===== config.mk =====
export PLATFORM = sky130hd
export DESIGN_NAME = program_memory_loader_flat
export DESIGN_NICKNAME = d
export VERILOG_FILES = /design/src/rtl/program_memory_loader_if.sv /design/src/rtl/program_memory_loader.sv /design/src/flat_wrapper.sv
export SDC_FILE = /design/constraint.sdc
export NUM_CORES = 1
export LEC_CHECK = 0
export CORE_MARGIN = 4
export CORE_UTILIZATION = 40
export CTS_BUF_LIST = sky130_fd_sc_hd__clkbuf_16
export DETAILED_ROUTE_END_ITERATION = 6
export PLACE_DENSITY = 0.64
export SLEW_MARGIN = 40
export SYNTH_ARGS = -nofsm -noshare
export SYNTH_HDL_FRONTEND = slang
export SYNTH_SLANG_ARGS = --single-unit

===== constraint.sdc =====
create_clock -name clock -period 2.45 [get_ports clock]
set_clock_uncertainty 0.05 [all_clocks]
set_input_delay 0.3675 -clock clock [delete_from_list [all_inputs] [get_ports clock]]
set_output_delay 0.3675 -clock clock [all_outputs]
set_load 0.02 [all_outputs]

===== src/rtl/program_memory_loader_if.sv =====
// Byte-stream load channel for the program memory loader.
// Master drives bytes with ld_valid; slave accepts with ld_ready.
interface program_memory_loader_if;
    logic       ld_valid;
    logic [7:0] ld_byte;
    logic       ld_ready;

    modport master (
        output ld_valid,
        output ld_byte,
        input  ld_ready
    );

    modport slave (
        input  ld_valid,
        input  ld_byte,
        output ld_ready
    );
endinterface


===== src/rtl/program_memory_loader.sv =====
// 64-byte instruction store for the 4-bit CPU with a framed byte loader
// that owns the CPU's active-low reset.
module program_memory_loader #(
    parameter int         DEPTH          = 64,
    parameter bit         BOOT_HOLD      = 1'b1,
    parameter int         RELEASE_CYCLES = 2,
    parameter logic [7:0] SYNC_BYTE      = 8'hA5
) (
    input  logic       clock,
    input  logic       reset,
    input  logic [5:0] addr,
    output logic [7:0] data,
    program_memory_loader_if.slave ld,
    output logic       cpu_reset,
    output logic       busy,
    output logic       err,
    output logic       done
);

    typedef enum logic [2:0] {
        S_IDLE,
        S_LEN,
        S_DATA,
        S_CSUM,
        S_REL
    } state_t;

    localparam logic [3:0] LP_REL   = 4'(RELEASE_CYCLES - 1);
    localparam logic [7:0] LP_DEPTH = 8'(DEPTH);

    state_t     r_state;
    logic [6:0] r_cnt;
    logic [6:0] r_len;
    logic [7:0] r_sum;
    logic [3:0] r_rel;
    logic       r_cpu_rst;
    logic       r_err;
    logic       r_done;
    logic       r_boot;
    logic [7:0] r_mem [DEPTH];

    logic       w_acc;
    logic       w_wr;
    logic       w_sync;
    logic [7:0] w_sum;

    assign w_acc  = ld.ld_valid && ld.ld_ready;
    assign w_wr   = w_acc && (r_state == S_DATA);
    assign w_sync = w_acc && (ld.ld_byte == SYNC_BYTE);
    assign w_sum  = r_sum + ld.ld_byte;

    assign ld.ld_ready = (r_state != S_REL);
    assign busy        = (r_state != S_IDLE);
    assign cpu_reset   = r_cpu_rst;
    assign err         = r_err;
    assign done        = r_done;
    assign data        = r_mem[addr];

    // Program store survives reset; only the loader writes it.
    always_ff @(posedge clock) begin
        if (w_wr) begin
            r_mem[r_cnt[5:0]] <= ld.ld_byte;
        end
    end

    always_ff @(posedge clock or negedge reset) begin
        if (!reset) begin
            r_state   <= S_IDLE;
            r_cnt     <= '0;
            r_len     <= '0;
            r_sum     <= '0;
            r_rel     <= '0;
            r_cpu_rst <= 1'b0;
            r_err     <= 1'b0;
            r_done    <= 1'b0;
            r_boot    <= !BOOT_HOLD;
        end else begin
            r_done <= 1'b0;
            unique case (r_state)
                S_IDLE: begin
                    // A sync byte outranks the pending boot release.
                    if (w_sync) begin
                        r_state   <= S_LEN;
                        r_err     <= 1'b0;
                        r_sum     <= '0;
                        r_cnt     <= '0;
                        r_cpu_rst <= 1'b0;
                        r_boot    <= 1'b0;
                    end else if (r_boot) begin
                        r_state <= S_REL;
                        r_rel   <= LP_REL;
                        r_boot  <= 1'b0;
                    end
                end
                S_LEN: begin
                    if (w_acc) begin
                        if (ld.ld_byte == 8'd0 || ld.ld_byte > LP_DEPTH) begin
                            r_state <= S_IDLE;
                            r_err   <= 1'b1;
                        end else begin
                            r_len   <= ld.ld_byte[6:0];
                            r_state <= S_DATA;
                        end
                    end
                end
                S_DATA: begin
                    if (w_acc) begin
                        r_sum <= w_sum;
                        r_cnt <= r_cnt + 7'd1;
                        if (r_cnt == r_len - 7'd1) begin
                            r_state <= S_CSUM;
                        end
                    end
                end
                S_CSUM: begin
                    if (w_acc) begin
                        if (w_sum == 8'd0) begin
                            r_state <= S_REL;
                            r_rel   <= LP_REL;
                            r_done  <= 1'b1;
                        end else begin
                            r_state <= S_IDLE;
                            r_err   <= 1'b1;
                        end
                    end
                end
                S_REL: begin
                    if (r_rel == 4'd0) begin
                        r_state   <= S_IDLE;
                        r_cpu_rst <= 1'b1;
                    end else begin
                        r_rel <= r_rel - 4'd1;
                    end
                end
                default: r_state <= S_IDLE;
            endcase
        end
    end

endmodule

===== src/flat_wrapper.sv =====
// flat-port wrapper written by rule: the top's interface ports become plain ports
module program_memory_loader_flat 
#(
    parameter int         DEPTH          = 64,
    parameter bit         BOOT_HOLD      = 1'b1,
    parameter int         RELEASE_CYCLES = 2,
    parameter logic [7:0] SYNC_BYTE      = 8'hA5
)
  (clock, reset, addr, data, cpu_reset, busy, err, done, ld_ld_valid, ld_ld_byte, ld_ld_ready);
  program_memory_loader_if ld_i ();
  input  logic clock;
  input  logic reset;
  input  logic [5:0] addr;
  output logic [7:0] data;
  output logic cpu_reset;
  output logic busy;
  output logic err;
  output logic done;
  input wire logic [$bits(ld_i.ld_valid)-1:0] ld_ld_valid;
  input wire logic [$bits(ld_i.ld_byte)-1:0] ld_ld_byte;
  output wire logic [$bits(ld_i.ld_ready)-1:0] ld_ld_ready;
  assign ld_i.ld_valid = ld_ld_valid;
  assign ld_i.ld_byte = ld_ld_byte;
  assign ld_ld_ready = ld_i.ld_ready;
  program_memory_loader #(.DEPTH(DEPTH), .BOOT_HOLD(BOOT_HOLD), .RELEASE_CYCLES(RELEASE_CYCLES), .SYNC_BYTE(SYNC_BYTE)) u_core (.clock(clock), .reset(reset), .addr(addr), .data(data), .ld(ld_i), .cpu_reset(cpu_reset), .busy(busy), .err(err), .done(done));
endmodule

==> reports/metrics.csv <==
stage;metric;value;unit
run_status;failing checks;setup timing;
drt;overall via count from detail_route;11000;
sta;Slew @ Worst Pin;0.725;ns
critical_path;Critical Path RT;2.03;ns
placed_design;port bufs;29;
clock_network;CTS sink count;544;
sta;max_slew headroom;51.7;%
flow_run;max-cap violations;0;
logic_synthesis;mapped cell area;21800;sq um
clock_network;worst skew pair latency;0.60;ns
sta;# setup viols final;9;
die;I/O pin count;30;
logic_synthesis;Seq/Total Area, Yosys;74.3;%
clock_network;H-tree depth;2;
logic_synthesis;share of the synthesized area in the top cell type;70.6;%
clock_network;clock-pin slew on the worst setup and hold paths;0.06;ns
logic_synthesis;ys flop type;edfxtp_1;
logic_synthesis;EDFF count, synth;512;
power;Cell Int Power;16.6;mW
grt;gr ovfl total;0;
grt;initial antenna violation count;1;
logic_synthesis;Syn Area/Cell;20.7;sq um
critical_path;CP max FO;1;
placed_design;gp weighted congestion;0.774;
final_layout;Non-Filler Instances;2014;
logic_synthesis;Synth Warn #;0;
power;clock share of power;39.9;%
sta;Setup WS post-layout;-0.580;ns
critical_path;worst setup path end;data[1];
logic_synthesis;Post-Synthesis Cells;1053;
critical_path;Worst Path Arrival;2.61;ns
drt;initial DRC count;984;
power;sw frac;22.8;%
critical_path;r2r endpoint;u_core.r_rel[1];
logic_synthesis;syn nets;1081;
placed_design;Inst Count DP;1906;
power;Combinational Power Share;10.9;%
clock_network;hold_buf cts;0;
power;Tot Pwr;21.5;mW
sta;Final Hold Fails;0;
power;pwr/cell area;812;nW/um^2
grt;vias in the first global route;11300;
grt;first-pass GRT wire length;74100;um
drt;vias per cell;5.44;
power;Pleak;8.91;nW
die;Row Count;85;
run_status;status;complete, but fails checks;
clock_network;Num CTS Buffers;57;
grt;largest net degree at the start of global routing;66;
hold_path;Hold Path Class;in -> async;
clock_network;clk buf depth;3;
critical_path;Worst Setup End Kind;output port;
clock_network;CTS root buffer;clkbuf_16;
drt;DR pass1 iterations;4;
placed_design;hpwl dp;31900;um
logic_synthesis;Post-synth top cells;512 x edfxtp_1, 160 x mux4_2, 85 x nor2_1, 35 x nand2_1, 32 x dfrtp_1;
critical_path;Reg2Reg Setup Slack;-0.04;ns
grt;gr usage total;17.2;%
power;Psw;4.89;mW
die;Die Span X;241;um
logic_synthesis;asr flop ratio synth;5.88;%
drt;DRT antenna net count;0;
die;Die H;241;um
final_layout;Design Area, Final;26400;sq um
logic_synthesis;Synth area leader;edfxtp_1;
die;die area;58200;sq um
power;register share of total power;49.1;%
critical_path;r2r worst-path depth;11;
critical_path;CP startpoint;u_core.r_mem[14][1];
final_layout;layout cells sized above 1;37.2;%
drt;WL/cell;24.5;um
clock_network;TritonCTS clock tree;done;
placed_design;placed inst area;24400;sq um
critical_path;Worst R2R Start;u_core.r_sum[0];
sta;Tmin final;3.03;ns
sta;Max Slew Vio Count;0;
final_layout;Area Overhead vs Synth;21.4;%
critical_path;CP startpoint kind;flop;
placed_design;DP Worst Slack;-0.945;ns
logic_synthesis;largest cells by area after synthesis;edfxtp_1 71%, mux4_2 17%, dfrtp_1 3.7%;
die;area of the core;53800;sq um
sta;fin crit share;124;%
sta;fmax;330;MHz
drt;DRC Markers;0;
logic_synthesis;post-synthesis register bit count;544;
die;Initial Util;40.5;%
final_layout;Nets;1302;
final_layout;antenna diode count;0;
sta;RSZ-0062 raised after global routing;true;
drt;routed wire length;49400;um
critical_path;CP Class;reg -> out;
logic_synthesis;Yosys cell types;51;
power;Worst IR Drop VDD;702;uV
logic_synthesis;most frequent cell after synthesis;edfxtp_1;
==> power groups by stage <==
stage	logic, mW	clock network [mW]	registers [mW]
6_report	2.35	8.57	10.5
5_1_grt	2.58	9.14	10.6
4_1_cts	2.31	8.73	10.5
3_5_place_dp	2.22	0	10.7
3_3_place_gp	2.18	0	10.7
2_1_floorplan	1.35	0	10.7
==> worst max-delay path, stage by stage (launching register included) <==
cell	delay [ns]
edfxtp_1	0.38
mux4_2	0.50
mux4_2	0.50
nor2b_4	0.16
a211oi_2	0.28
a21oi_2	0.08
buf_6	0.14
==> worst min path at each step <==
stage / cells after the start / start / end / slack (ns)
6_report: 2 / reset / u_core.cpu_reset / 0.12
2_1_floorplan: 0 / reset / u_core.cpu_reset / 0.02
4_1_cts: 2 / reset / u_core.cpu_reset / 0.11
5_1_grt: 2 / reset / u_core.r_state[0] / 0.16
3_3_place_gp: 2 / u_core.r_sum[0] / u_core.r_sum[0] / 0.42
3_5_place_dp: 1 / u_core.r_rel[0] / u_core.r_rel[0] / 0.43
==> layout by cell type (no fill, tap or decap), types with 8 or more instances in the layout <==
cell type | synthesis | routed
edfxtp_1 | 512 | 512
mux4_2 | 160 | 160
buf_4 | 8 | 154
nor2_1 | 85 | 85
clkbuf_16 | 0 | 57
nand2_1 | 35 | 32
dfrtp_1 | 32 | 32
buf_12 | 0 | 30
inv_1 | 14 | 22
o21ai_0 | 17 | 17
clkinv_2 | 0 | 13
xor2_1 | 10 | 10
buf_2 | 8 | 10
nor3_1 | 10 | 9
a21oi_1 | 16 | 9
xnor2_1 | 9 | 9
clkinv_1 | 0 | 9
mux2i_1 | 8 | 8
nand3_1 | 8 | 8
ha_1 | 10 | 8
bufinv_16 | 0 | 8
clkdlybuf4s50_1 | 0 | 8
==> area by class of cell <==
| class | count | area [sq um] |
|---|---|---|
| fillers | 4337 | 27400 |
| clock inverters | 46 | 435 |
| repair buffers | 212 | 2000 |
| inverters | 14 | 52.6 |
| flip-flops and latches | 544 | 16200 |
| clock buffers | 57 | 1430 |
| multi-input cells | 445 | 5480 |
| well taps | 696 | 871 |
==> sequential cells by signal, indices dropped and copies added (netlist names) <==
signal	flops
u_core.cpu_reset	1
u_core.r_sum	8
u_core.done	1
u_core.r_cnt	7
u_core.err	1
u_core.r_state	3
u_core.r_len	7
u_core.r_mem	512
u_core.r_rel	4
==> logic make-up after synthesis <==
family          synth area share (%)
simple gates                    3.79
xor+xnor                       0.764
fa+ha+maj                      0.667
compound gates                  1.69
buf+inv                         1.46
flops                           74.3
mux                             17.3
==> timing repair <==
action,4_1_cts,5_1_grt
gates resized for setup,62,17
pin swaps,11,8
setup buffers,4,1
setup endpoints to repair,14,15
==> metal layers <==
metal | track usage [%] | vias to the layer above | wire, um
li1 | - | 4780 | -
met1 | 24.4 | 5801 | 20800
met2 | 28.4 | 320 | 24700
met3 | 2.73 | 58 | 2870
met4 | 4.42 | 0 | 981
met5 | 0 | - | 0
==> through the flow <==
stage	utilization, %	hold slack [ns]	setup TNS [ns]
5_1_grt	49.1	0.159	-5.23
4_1_cts	49.0	0.114	-4.84
3_5_place_dp	45.3	0.433	-12.42
2_1_floorplan	-	0.0219	0
3_3_place_gp	45.3	0.416	-14.84
6_report	49.1	0.118	-4.31
(Power assumes the default switching activity.)
==> variant 1 (config.mk and constraints unchanged) <==
`DEPTH` is set to 64 in 2 places; all go to 128.
--- a/src/rtl/program_memory_loader.sv
+++ b/src/rtl/program_memory_loader.sv
@@ -2,5 +2,5 @@
 // that owns the CPU's active-low reset.
 module program_memory_loader #(
-    parameter int         DEPTH          = 64,
+    parameter int         DEPTH          = 128,
     parameter bit         BOOT_HOLD      = 1'b1,
     parameter int         RELEASE_CYCLES = 2,
--- a/src/flat_wrapper.sv
+++ b/src/flat_wrapper.sv
@@ -2,5 +2,5 @@
 module program_memory_loader_flat 
 #(
-    parameter int         DEPTH          = 64,
+    parameter int         DEPTH          = 128,
     parameter bit         BOOT_HOLD      = 1'b1,
     parameter int         RELEASE_CYCLES = 2,
Check against the original RTL: not equivalent (a bounded check fails within 4 cycles, from zero or initial values and one cycle with reset low).
==> variant 1 against the unedited design <==
The run still ends with setup timing left. Cell count is 0.40% higher. Wire length is 1.7% higher. Count of clock-buffer cells in the layout is 3 lower. Setup slack better by 100 ps. Non-clock buffer count is 15 higher. Sequential share of layout area is 0.33 points higher. Highest routed layer unchanged. Design area is 0.54% lower. Fmax is 3.5% higher. Sequential cell count stayed put. Register-to-register slack better by 30 ps. Critical path depth stayed put. Total power is 10% lower. Area after synthesis hardly changed.
==> variant 1: results (changes against the unedited design) <==
status=finished, violations left (unchanged); failing checks=setup timing (unchanged); GPL Wtd Cong=0.787 (was 0.774); routed vias/inst=5.50 (was 5.44); R2R Setup Slk=-10 ps (was -40 ps); routed wl met2=24,700 um (about the same); non-filler cells, final=2,022 (was 2,014); mux cell area share after synthesis=17.0% (was 17.3%); R2R Path End=u_core.err$_DFFE_PN0P_ (was u_core.r_rel[1]$_DFFE_PN0P_); initial antenna violation count=2 (was 1); wire per inst=24.8 um (was 24.5 um); largest net degree at the start of global routing=67 (was 66); Max IR drop VDD=0.000490 V (was 0.000702 V); placed cell areas=24,400 um2 (about the same); max incr delay on CP=550 ps (was 500 ps); xor/xnor share of the synthesized area=0.603% (was 0.764%); share of layout cells above drive strength 1=37.3% (was 37.2%); Final setup viols=9 (unchanged); worst-path fanout max=1 (unchanged); EDFF count, synth=512 (unchanged); first-pass GRT wire length=75,300 um (was 74,100 um); DP Cell Count=1,925 (was 1,906); sequential share of the synthesized area=74.3% (about the same); top cells by count, synth=edfxtp_1, mux4_2, nor2_1 (unchanged); CTS buffer count=54 (was 57); DP HPWL=33,000 um (was 31,900 um); worst slack at placement=-906 ps (was -945 ps); Synth Area in Adders=0.666% (was 0.667%); Internal Power=15.1 mW (was 16.6 mW); Post-Route M1 WL=21,700 um (was 20,800 um); HP Class=input pin to register (was input pin to asynchronous set/reset pin); slew margin rel.=49.1% (was 51.7%); kind of cell adding the most delay to the critical path=multiplexers (unchanged); Critical Path AT=2510 ps (was 2610 ps); setup total negative slack=-3430 ps (was -4310 ps); Worst R2R Path Depth=10 (was 11); complex-gate fraction of the synthesized area=2.17% (was 1.69%); Starting DRT DRC Count=924 (was 984); vias in the first global route=11,500 (was 11,300); routing usage on met3=3.44% (was 2.73%); n_diodes=0 (unchanged); final hold viol count=0 (unchanged); clock tree buffer depth=3 (unchanged); Worst Setup EP=data[3] (was data[1]); Post-Synthesis Cells=1,058 (was 1,053); Pre-Repair DR Iteration Count=5 (was 4); Lkg Pwr=8.81 nW (was 8.91 nW); ranking of synthesized cells by area=edfxtp_1, mux4_2, dfrtp_1 (unchanged); max reg flops=512 (unchanged); routed wl met3=2770 um (was 2870 um); Nets=1,316 (was 1,302); top sig layer=met4 (unchanged); synth unique cells=63 (was 51); Final WS setup=-478 ps (was -580 ps); Worst Setup SP=u_core.r_mem[36][3]$_DFFE_PP_ (was u_core.r_mem[14][1]$_DFFE_PP_); met1 Track Usage GR=25.0% (was 24.4%); grt met2 use=28.6% (was 28.4%); GRT Total Usage=17.6% (was 17.2%)
## variant 1: power groups by stage
| stage | registers [mW] | clock network [mW] | logic, mW |
|---|---|---|---|
| floorplan | 10.5 | 0 | 0.781 |
| global placement | 10.5 | 0 | 1.42 |
| detailed placement | 10.5 | 0 | 1.46 |
| CTS | 10.3 | 7.62 | 1.52 |
| global route | 10.3 | 8.06 | 1.64 |
| finish | 10.3 | 7.47 | 1.51 |
## variant 1: logic make-up (layout without fill, tap and decap cells)
kind of cell,Yosys count,in the layout
AOI/OAI and AO/OA,68,68
xor gates and xnor gates,15,15
adders and majority gates,11,11
buffers and inverters,63,331
DFF,544,544
muxes,169,169
and+or+nand+nor,188,188
## variant 1: worst min path at each step
stage / startpoint / endpoint / slack (ps) / cells past startpoint
2_1_floorplan: reset / u_core.cpu_reset$_DFFE_PN0P_ / 20 / 0
3_5_place_dp: u_core.r_sum[3]$_DFFE_PN0P_ / u_core.r_sum[3]$_DFFE_PN0P_ / 420 / 2
4_1_cts: ld_ld_byte[4] / u_core.r_len[4]$_DFFE_PN0P_ / 100 / 2
5_1_grt: ld_ld_byte[4] / u_core.r_len[4]$_DFFE_PN0P_ / 90 / 2
3_3_place_gp: u_core.r_sum[3]$_DFFE_PN0P_ / u_core.r_sum[3]$_DFFE_PN0P_ / 420 / 2
6_report: ld_ld_byte[4] / u_core.r_len[4]$_DFFE_PN0P_ / 90 / 2
## variant 1: layout make-up
cell class | instances | area, um2
clock buffers | 54 | 1350
clock inverters | 40 | 230
fillers | 4344 | 27500
inverters | 10 | 37.5
multi-input cells | 451 | 5560
flip-flops and latches | 544 | 16200
well taps | 696 | 871
repair buffers | 227 | 2070
## variant 1: timing repair
action	CTS	global route
endpoints found under the setup margin	16	16
pin swaps	14	4
gates resized for setup	88	13
buffers inserted	1	2
==> variant 2 (same flow settings) <==
Made on the original files. Re-encode `state_t` (5 states) as Gray code, 3 bits wide.
--- a/src/rtl/program_memory_loader.sv
+++ b/src/rtl/program_memory_loader.sv
@@ -19,9 +19,9 @@
 
     typedef enum logic [2:0] {
-        S_IDLE,
-        S_LEN,
-        S_DATA,
-        S_CSUM,
-        S_REL
+        S_IDLE = 3'b000,
+        S_LEN  = 3'b001,
+        S_DATA = 3'b011,
+        S_CSUM = 3'b010,
+        S_REL  = 3'b110
     } state_t;
 
Behaviour: same outputs for any inputs over 4 cycles, from zero or initial values and one cycle with reset low; so few cycles prove little.
==> variant 2 against the unedited design <==
The flow still finishes with violations (setup timing). Global-route usage decreased by 0.19 points. Total power increased by 2.3%. Area after synthesis increased by 0.18%. Design area increased by 0.37%. Setup slack got worse by 120 ps. Critical path depth decreased by 2. Via count increased by 1.5%. Register-to-register slack improved by 60 ps. Wire length increased by 1.5%. Sequential cell count unchanged. Clock power decreased by 4.0%. Sequential share of layout area decreased by 0.23 points. Critical path type unchanged. Largest cell class unchanged.
==> variant 2: results (changes against the unedited design) <==
Starting DRT DRC Count=876 (was 984); EDFF count, synth=512 (unchanged); GRT Total Usage=17.0% (was 17.2%); sequential share of the synthesized area=74.2% (was 74.3%); Worst Setup SP=u_core.r_mem[15][4]$_DFFE_PP_ (was u_core.r_mem[14][1]$_DFFE_PP_); Worst Tran Pin Value=755 ps (was 725 ps); wire per inst=24.6 um (was 24.5 um); setup total negative slack=-5250 ps (was -4310 ps); Clock H-tree levels=2 (unchanged); DP Cell Count=1,930 (was 1,906); fill count=4,306 (was 4,337); first-pass GRT wire length=75,500 um (was 74,100 um); kind of cell adding the most delay to the critical path=multiplexers (unchanged); Pre-Repair DR Iteration Count=5 (was 4); cts repair resizes=61 (was 62); Final setup viols=8 (was 9); ranking of synthesized cells by area=edfxtp_1, mux4_2, dfrtp_1 (unchanged); fraction of registers with async set/reset=5.88% (unchanged); top cells by count, synth=edfxtp_1, mux4_2, nor2_1 (unchanged); worst-path fanout max=1 (unchanged); CP max-delay cell=mux4_2 (unchanged); initial antenna violation count=3 (was 1); placed cell areas=24,500 um2 (was 24,400 um2); Port-buffer cells=29 (unchanged); Max Slew Vio Count=0 (unchanged); HP Class=input pin to asynchronous set/reset pin (unchanged); max capacitance violation total=0 (unchanged); ys flop type=edfxtp_1 (unchanged); Ys Warns=0 (unchanged); Synth Net Count=1,085 (was 1,081); Max IR drop VDD=0.000534 V (was 0.000702 V); non-filler cells, final=2,036 (was 2,014); synth unique cells=49 (was 51); Critical Path AT=2740 ps (was 2610 ps); Post-CTS Setup Inserts=1 (was 4); Final WS setup=-704 ps (was -580 ps); Worst Setup EP=data[4] (was data[1]); GPL Wtd Cong=0.801 (was 0.774); R2R Path End=u_core.r_rel[1]$_DFFE_PN0P_ (unchanged); Reg clk slew, reported paths=60 ps (about the same); CTS root buf=clkbuf_16 (unchanged); Avg Cell Area, Syn=20.6 um2 (was 20.7 um2); status=finished, violations left (unchanged); CTS buffer count=55 (was 57); clock tree buffer depth=3 (unchanged); worst skew pair latency=590 ps; Nets=1,321 (was 1,302); share of layout cells above drive strength 1=37.7% (was 37.2%); R2R Setup Slk=20 ps (was -40 ps); worst flop-to-flop path startpoint=u_core.r_sum[3]$_DFFE_PN0P_ (was u_core.r_sum[0]$_DFFE_PN0P_); DP HPWL=32,500 um (was 31,900 um); max reg flops=512 (unchanged); routed via count=11,100 (was 11,000); failing checks=setup timing (unchanged); largest net degree at the start of global routing=67 (was 66); Worst R2R Path Depth=9 (was 11); max incr delay on CP=560 ps (was 500 ps); Lkg Pwr=8.93 nW (was 8.91 nW)
## variant 2: cell count changes in the layout (fill, tap and decap cells not counted), moves of 4 or more
| cell | change |
|---|---|
| o21ai_1 | +4 |
| nor2b_1 | +4 |
| buf_12 | -5 |
| nor2b_4 | -5 |
| nand2_1 | -7 |
| buf_4 | +28 |
## variant 2: kinds of logic (layout without fill, tap and decap cells)
group / after synthesis / in the layout / synth area share (%)
AND/OR/NAND/NOR: 172 / 172 / 3.71
XOR/XNOR: 17 / 17 / 0.683
flip-flops: 544 / 544 / 74.2
adder cells (fa/ha/maj): 11 / 11 / 0.665
multiplexers: 176 / 176 / 17.5
AO/OA/AOI/OAI: 70 / 70 / 2.00
other: 0 / 1 / 0
buffers and inverters: 67 / 349 / 1.33
## variant 2: per-stage QoR
stage               utilization, %  hold slack, ps  power [mW]  setup WS, ps
floorplan                        -            21.9        12.4         -90.7
global placement              45.5             417        13.6         -1040
detailed placement            45.5             426        13.7         -1040
CTS                           48.9             114        22.0          -736
global route                  49.2             143        22.8          -752
finish                        49.2             132        22.0          -704
## variant 2: final cells by class
class | count | share of cell area, %
clock inverter | 46 | 1.35
multi-input combinational | 446 | 20.9
clock buffer | 57 | 5.38
antenna | 1 | 0.00943
tap | 696 | 3.28
inverter | 11 | 0.156
timing repair buffer | 235 | 7.99
sequential | 544 | 61.0
## variant 2: layer usage
metal | track usage [%] | vias to the layer above | share of wire (%)
met2 | 27.4 | 341 | 48
met1 | 24.2 | 5859 | 44
li1 | - | 4848 | -
met5 | 0 | - | 0.014
met4 | 4.68 | 2 | 2.1
met3 | 3.21 | 78 | 5.7
## variant 2: power breakdown
part / internal, mW / switching, mW
registers: 10.4 / 0.219
clock network: 4.74 / 3.48
logic: 1.46 / 1.64
